**config.mk**
```make
export PLATFORM = sky130hd
export DESIGN_NAME = alu_iter
export DESIGN_NICKNAME = d
export VERILOG_FILES = /design/src/rtl/alu_iter.sv
export SDC_FILE = /design/constraint.sdc
export NUM_CORES = 1
export LEC_CHECK = 0
export ABC_AREA = 1
export CORE_ASPECT_RATIO = 1.2
export CORE_UTILIZATION = 36
export CTS_BUF_LIST = sky130_fd_sc_hd__clkbuf_8
export CTS_CLUSTER_DIAMETER = 200
export CTS_CLUSTER_SIZE = 30
export DETAILED_ROUTE_END_ITERATION = 10
export MAX_ROUTING_LAYER = met4
export PLACE_DENSITY_LB_ADDON = 0.2
export SKIP_LAST_GASP = 1
export SLEW_MARGIN = 25
export SYNTH_ARGS = -nofsm -noshare
export SYNTH_HDL_FRONTEND = slang
export SYNTH_SLANG_ARGS = --single-unit
```
**constraint.sdc**
```tcl
create_clock -name clk -period 3.6 [get_ports clk]
set_input_delay 0.72 -clock clk [delete_from_list [all_inputs] [get_ports clk]]
set_output_delay 0.72 -clock clk [all_outputs]
set_load 0.03 [all_outputs]
```
**src/rtl/alu_iter.sv**
```systemverilog
// alu_iter: registered EX-stage ALU with single-cycle logic/arith/shift ops
// and iterative unsigned multiply/divide that write MIPS-style HI/LO.
//
// Handshake: start/Aluctl/shamt/input1/input2 are sampled on a rising edge
// only while busy=0; a start seen while busy=1 is dropped with no capture.
// done is a one-cycle pulse marking the cycle in which Aluout/zflag hold a
// freshly written result; a new start may be presented in that same cycle.
module alu_iter #(
    parameter int WIDTH   = 32,
    parameter int SHAMT_W = 5
) (
    input  logic               clk,
    input  logic               reset,
    input  logic               start,
    input  logic [3:0]         Aluctl,
    input  logic [SHAMT_W-1:0] shamt,
    input  logic [WIDTH-1:0]   input1,
    input  logic [WIDTH-1:0]   input2,
    output logic               busy,
    output logic               done,
    output logic [WIDTH-1:0]   Aluout,
    output logic               zflag,
    output logic [WIDTH-1:0]   hi,
    output logic [WIDTH-1:0]   lo
);

    localparam logic [3:0] OP_AND   = 4'd0;
    localparam logic [3:0] OP_OR    = 4'd1;
    localparam logic [3:0] OP_ADD   = 4'd2;
    localparam logic [3:0] OP_SLL   = 4'd3;
    localparam logic [3:0] OP_SRL   = 4'd4;
    localparam logic [3:0] OP_SRA   = 4'd5;
    localparam logic [3:0] OP_SUB   = 4'd6;
    localparam logic [3:0] OP_SLT   = 4'd7;
    localparam logic [3:0] OP_SLTU  = 4'd8;
    localparam logic [3:0] OP_XOR   = 4'd9;
    localparam logic [3:0] OP_MULTU = 4'd10;
    localparam logic [3:0] OP_DIVU  = 4'd11;
    localparam logic [3:0] OP_NOR   = 4'd12;
    localparam logic [3:0] OP_MFHI  = 4'd13;
    localparam logic [3:0] OP_MFLO  = 4'd14;
    localparam logic [3:0] OP_ORI   = 4'd15;

    // Low 16 bits of B form the ORI immediate; narrower datapaths use all bits.
    localparam logic [WIDTH-1:0]   IMM_MASK  = WIDTH'(32'h0000_FFFF);
    localparam logic [SHAMT_W-1:0] LAST_STEP = SHAMT_W'(WIDTH - 1);

    typedef enum logic [1:0] {
        S_IDLE = 2'd0,
        S_RUN  = 2'd1,
        S_FIN  = 2'd2
    } state_t;

    state_t             state_q, state_d;
    logic [SHAMT_W-1:0] cnt_q, cnt_d;
    logic               is_div_q, is_div_d;
    logic [WIDTH-1:0]   b_q, b_d;           // multiplicand or divisor
    logic [WIDTH-1:0]   work_hi_q, work_hi_d; // product high / partial remainder
    logic [WIDTH-1:0]   work_lo_q, work_lo_d; // multiplier / dividend->quotient
    logic               busy_q, busy_d;
    logic               done_q, done_d;
    logic [WIDTH-1:0]   aluout_q, aluout_d;
    logic               zflag_q, zflag_d;
    logic [WIDTH-1:0]   hi_q, hi_d;
    logic [WIDTH-1:0]   lo_q, lo_d;

    logic [WIDTH-1:0]   alu_res;
    logic               is_iter_op;
    logic [WIDTH:0]     mul_sum;
    logic [WIDTH-1:0]   mul_hi_nxt;
    logic [WIDTH-1:0]   mul_lo_nxt;
    logic [WIDTH:0]     div_shift;
    logic               div_ge;
    logic [WIDTH-1:0]   div_hi_nxt;
    logic [WIDTH-1:0]   div_lo_nxt;

    assign is_iter_op = (Aluctl == OP_MULTU) || (Aluctl == OP_DIVU);

    // Single-cycle result, computed straight from the issue-time inputs.
    always_comb begin
        alu_res = '0;
        case (Aluctl)
            OP_AND:  alu_res = input1 & input2;
            OP_OR:   alu_res = input1 | input2;
            OP_ADD:  alu_res = input1 + input2;
            OP_SLL:  alu_res = input2 << shamt;
            OP_SRL:  alu_res = input2 >> shamt;
            OP_SRA:  alu_res = $unsigned($signed(input2) >>> shamt);
            OP_SUB:  alu_res = input1 - input2;
            OP_SLT:  alu_res = {{(WIDTH-1){1'b0}}, ($signed(input1) < $signed(input2))};
            OP_SLTU: alu_res = {{(WIDTH-1){1'b0}}, (input1 < input2)};
            OP_XOR:  alu_res = input1 ^ input2;
            OP_NOR:  alu_res = ~(input1 | input2);
            OP_MFHI: alu_res = hi_q;
            OP_MFLO: alu_res = lo_q;
            OP_ORI:  alu_res = input1 | (input2 & IMM_MASK);
            default: alu_res = '0;
        endcase
    end

    // One iteration step for each iterative op: shift-add multiply and
    // restoring shift-subtract divide. A zero divisor always "subtracts",
    // which naturally yields quotient all-ones and remainder = dividend.
    always_comb begin
        mul_sum    = {1'b0, work_hi_q} + (work_lo_q[0] ? {1'b0, b_q} : {(WIDTH+1){1'b0}});
        mul_hi_nxt = mul_sum[WIDTH:1];
        mul_lo_nxt = {mul_sum[0], work_lo_q[WIDTH-1:1]};

        div_shift  = {work_hi_q, work_lo_q[WIDTH-1]};
        div_ge     = (div_shift >= {1'b0, b_q});
        // When subtracting, the true difference is below b_q, so WIDTH bits suffice.
        div_hi_nxt = div_ge ? (div_shift[WIDTH-1:0] - b_q) : div_shift[WIDTH-1:0];
        div_lo_nxt = {work_lo_q[WIDTH-2:0], div_ge};
    end

    // Next-state and next-output logic for the IDLE/RUN/FIN sequencer.
    always_comb begin
        state_d   = state_q;
        cnt_d     = cnt_q;
        is_div_d  = is_div_q;
        b_d       = b_q;
        work_hi_d = work_hi_q;
        work_lo_d = work_lo_q;
        busy_d    = busy_q;
        done_d    = 1'b0;
        aluout_d  = aluout_q;
        zflag_d   = zflag_q;
        hi_d      = hi_q;
        lo_d      = lo_q;

        case (state_q)
            S_IDLE: begin
                if (start) begin
                    if (is_iter_op) begin
                        state_d   = S_RUN;
                        cnt_d     = '0;
                        busy_d    = 1'b1;
                        is_div_d  = (Aluctl == OP_DIVU);
                        work_hi_d = '0;
                        if (Aluctl == OP_DIVU) begin
                            b_d       = input2;
                            work_lo_d = input1;
                        end else begin
                            b_d       = input1;
                            work_lo_d = input2;
                        end
                    end else begin
                        aluout_d = alu_res;
                        zflag_d  = (alu_res == '0);
                        done_d   = 1'b1;
                    end
                end
            end
            S_RUN: begin
                if (is_div_q) begin
                    work_hi_d = div_hi_nxt;
                    work_lo_d = div_lo_nxt;
                end else begin
                    work_hi_d = mul_hi_nxt;
                    work_lo_d = mul_lo_nxt;
                end
                cnt_d = cnt_q + SHAMT_W'(1);
                if (cnt_q == LAST_STEP) begin
                    state_d = S_FIN;
                end
            end
            S_FIN: begin
                hi_d     = work_hi_q;
                lo_d     = work_lo_q;
                aluout_d = work_lo_q;
                zflag_d  = (work_lo_q == '0);
                done_d   = 1'b1;
                busy_d   = 1'b0;
                state_d  = S_IDLE;
            end
            default: begin
                state_d = S_IDLE;
                busy_d  = 1'b0;
            end
        endcase
    end

    // State register; synchronous reset aborts any op in flight.
    always_ff @(posedge clk) begin
        if (reset) begin
            state_q   <= S_IDLE;
            cnt_q     <= '0;
            is_div_q  <= 1'b0;
            b_q       <= '0;
            work_hi_q <= '0;
            work_lo_q <= '0;
            busy_q    <= 1'b0;
            done_q    <= 1'b0;
            aluout_q  <= '0;
            zflag_q   <= 1'b1;
            hi_q      <= '0;
            lo_q      <= '0;
        end else begin
            state_q   <= state_d;
            cnt_q     <= cnt_d;
            is_div_q  <= is_div_d;
            b_q       <= b_d;
            work_hi_q <= work_hi_d;
            work_lo_q <= work_lo_d;
            busy_q    <= busy_d;
            done_q    <= done_d;
            aluout_q  <= aluout_d;
            zflag_q   <= zflag_d;
            hi_q      <= hi_d;
            lo_q      <= lo_d;
        end
    end

    assign busy   = busy_q;
    assign done   = done_q;
    assign Aluout = aluout_q;
    assign zflag  = zflag_q;
    assign hi     = hi_q;
    assign lo     = lo_q;

endmodule

```
==> results.txt <==
cts bufs inserted -> 11
cell area after layout -> 31400 um^2
Core ar. -> 65000 um^2
CTS Sinks -> 203
hold crit path type -> register to register
First DRT Iteration DRCs -> 2928
WP data arrival -> 3950 ps
most common cell in the netlist -> nand2_1
first-pass GRT wire length -> 206000 um
worst clock skew -> 69.0 ps
Syn Inst Count -> 4300
# port buffers -> 174
Final Cycle Share -> 96.1%
drt wl/cell -> 25.2 um
vias in the first global route -> 30400
vias -> 32100
initial core utilization -> 36.6%
largest net degree at the start of global routing -> 74
final setup vio count -> 0
Vias/cell -> 5.55
number of synthesized flops with an enable pin -> 0
grt total ovfl -> 0
Setup Crit Path Kind -> input port to register
worst-margin pin slew -> 861 ps
status -> completed
syn nets -> 4545
WP data required -> 4090 ps
Site Rows -> 102
io pins -> 175
crit-path max FO -> 8
Lkg Pwr -> 15.5 nW
H-tree Lvls -> 1
register clock-pin slew on the reported worst setup and hold paths -> 190 ps
Setup TNS -> 0 ps
Peak VDD IR -> 271 uV
Die X-Extent -> 237 um
drt drc -> 0
pwr/cell area -> 229 nW/um^2
synth warn -> 0
Yosys cell types -> 54
initial antenna violation count -> 5
RSZ-0062 raised after global routing -> no
detailed placement HPWL -> 124000 um
ranking of synthesized cells by area -> nand2_1 (20%), dfxtp_1 (17%), nand3_1 (12%), ha_1 (8.7%), inv_1 (7.5%)
Final Hold Viols -> 0
Clock Path Buffers -> 3
cell taking the most area after synthesis -> nand2_1
CTS root buf -> clkbuf_8
fin crit period -> 3460 ps
Final Max Tran Viols -> 0
Max Freq -> 289 MHz
CTS tree -> built
GPL Wtd Cong -> 1.14
die height -> 284 um
Pwr Total -> 0.00718 W
top cell type's share of synthesized area -> 19.8%
max-cap check violation count -> 0
final hold slack -> 491 ps
Final #Nets -> 5196
mapped cell area -> 23800 um^2
post-synthesis sequential area ratio -> 17.1%
drt pass-1 iters -> 5
#FFs+latches synth -> 203
Routed Wire Length -> 146000 um
GRT Util Overall -> 43.4%
Commonest cells post-synth -> nand2_1 (1257), nand3_1 (582), inv_1 (476)
top_reg_cell synth -> dfxtp_1
startpoint types -> input port
Skew-Pair Late Insertion Delay -> 600 ps
Syn Area/Cell -> 5.53 um^2
Critical Path End Type -> register
Async SR Flop Fraction -> 0%
share of layout cells above drive strength 1 -> 15.4%
Layout area overhead -> 31.8%
dpl cell area -> 31100 um^2
antenna viol nets, final -> 0
max_slew headroom -> 42.6%
die area -> 67100 um^2
CTS Hold Bufs -> 0
worst max-delay path: stages:
cell and delay [ps]:
clkdlybuf4s50_1 640, inv_1 100, ha_1 410, nor2_1 150, buf_4 140, nand2_1 150, nor2_1 200, nand2_1 80
a21oi_1 320, nor2_1 110, buf_4 150, nor2_1 80, nor2_1 60, buf_4 120, o21ai_1 270, buf_4 170
a31oi_1 70
cell usage in the layout (no fill, tap or decap), types with 16 or more instances in the layout:
cell type and instances:
inv_1 472, nor3_1 33, a21oi_1 307, o21bai_1 16, nor2_1 391, nand4_1 55
o21ai_1 17, nand3_1 582, xor2_1 16, ha_1 161, nand2_1 1255, o211ai_1 37
o21ai_0 313, a31oi_1 69, clkdlybuf4s50_1 168, buf_12 36, dfxtp_1 202, buf_4 643
routing by layer:
| layer | track usage, % | part of all wire (%) | up-vias |
|---|---|---|---|
| li1 | - | - | 15500 |
| met1 | 49.6 | 39 | 14900 |
| met2 | 68.8 | 45 | 1419 |
| met3 | 6.19 | 7.2 | 319 |
| met4 | 32.8 | 9.1 | 0 |
| met5 | - | 0 | - |
through the flow:
stage,cells,utilization (%),worst slack (ps)
floorplan,4300,-,737
global placement,5770,47.9,-532
detailed placement,5770,47.9,-611
CTS,5783,48.2,0.830
global route,5788,48.3,8.89
finish,5789,48.3,139
cells by family after synthesis:
| logic type | after synthesis | synth area share (%) |
|---|---|---|
| flops | 203 | 17.1 |
| xor+xnor | 27 | 0.994 |
| buf+inv | 703 | 12.0 |
| simple gates | 2389 | 42.4 |
| compound gates | 809 | 18.6 |
| fa+ha+maj | 169 | 9.02 |
path summary, 6_finish.rpt:
kind                                   start  slack [ps]            end  cells past startpoint
worst max-delay path              input2[16]         140     Aluout[25]                     17
worst max register to register  work_lo_q[0]         440  work_hi_q[29]                     13
worst min-delay path               Aluout[8]         490      Aluout[8]                      2
worst min register to register     Aluout[8]         490      Aluout[8]                      2
repair_timing:
| action | 4_1_cts | 5_1_grt |
|---|---|---|
| gates resized for setup | 0 | 10 |
| setup buffers | 0 | 0 |
| endpoints found under the setup margin | 0 | 2 |
state kept, by name, summed over array words and instances, names as in the netlist:
| name | cells |
|---|---|
| hi | 32 |
| done | 1 |
| cnt_q | 5 |
| work_lo_q | 32 |
| state_q | 2 |
| is_div_q | 1 |
| zflag | 1 |
| lo | 32 |
| Aluout | 32 |
| busy | 1 |
| b_q | 32 |
| work_hi_q | 32 |
power breakdown:
part	internal, W	leakage (nW)	switching (W)	total (W)
Clock	0.000308	0.0974	0.000848	0.00116
Sequential	0.00231	1.64	0.0000683	0.00238
Combinational	0.00136	13.7	0.00228	0.00364
Total	0.00398	15.5	0.00320	0.00718
cell type report:
class                   count  area [um^2]
multi-input cells        3394        16900
well taps                 832         1040
clock inverters             2         46.3
inverters                 489         1840
clock buffers              11          151
flip-flops and latches    203         4070
diodes                      6         15.0
repair buffers            852         7270
fillers                  7279        33600
Power figures use the tool's default switching activity.
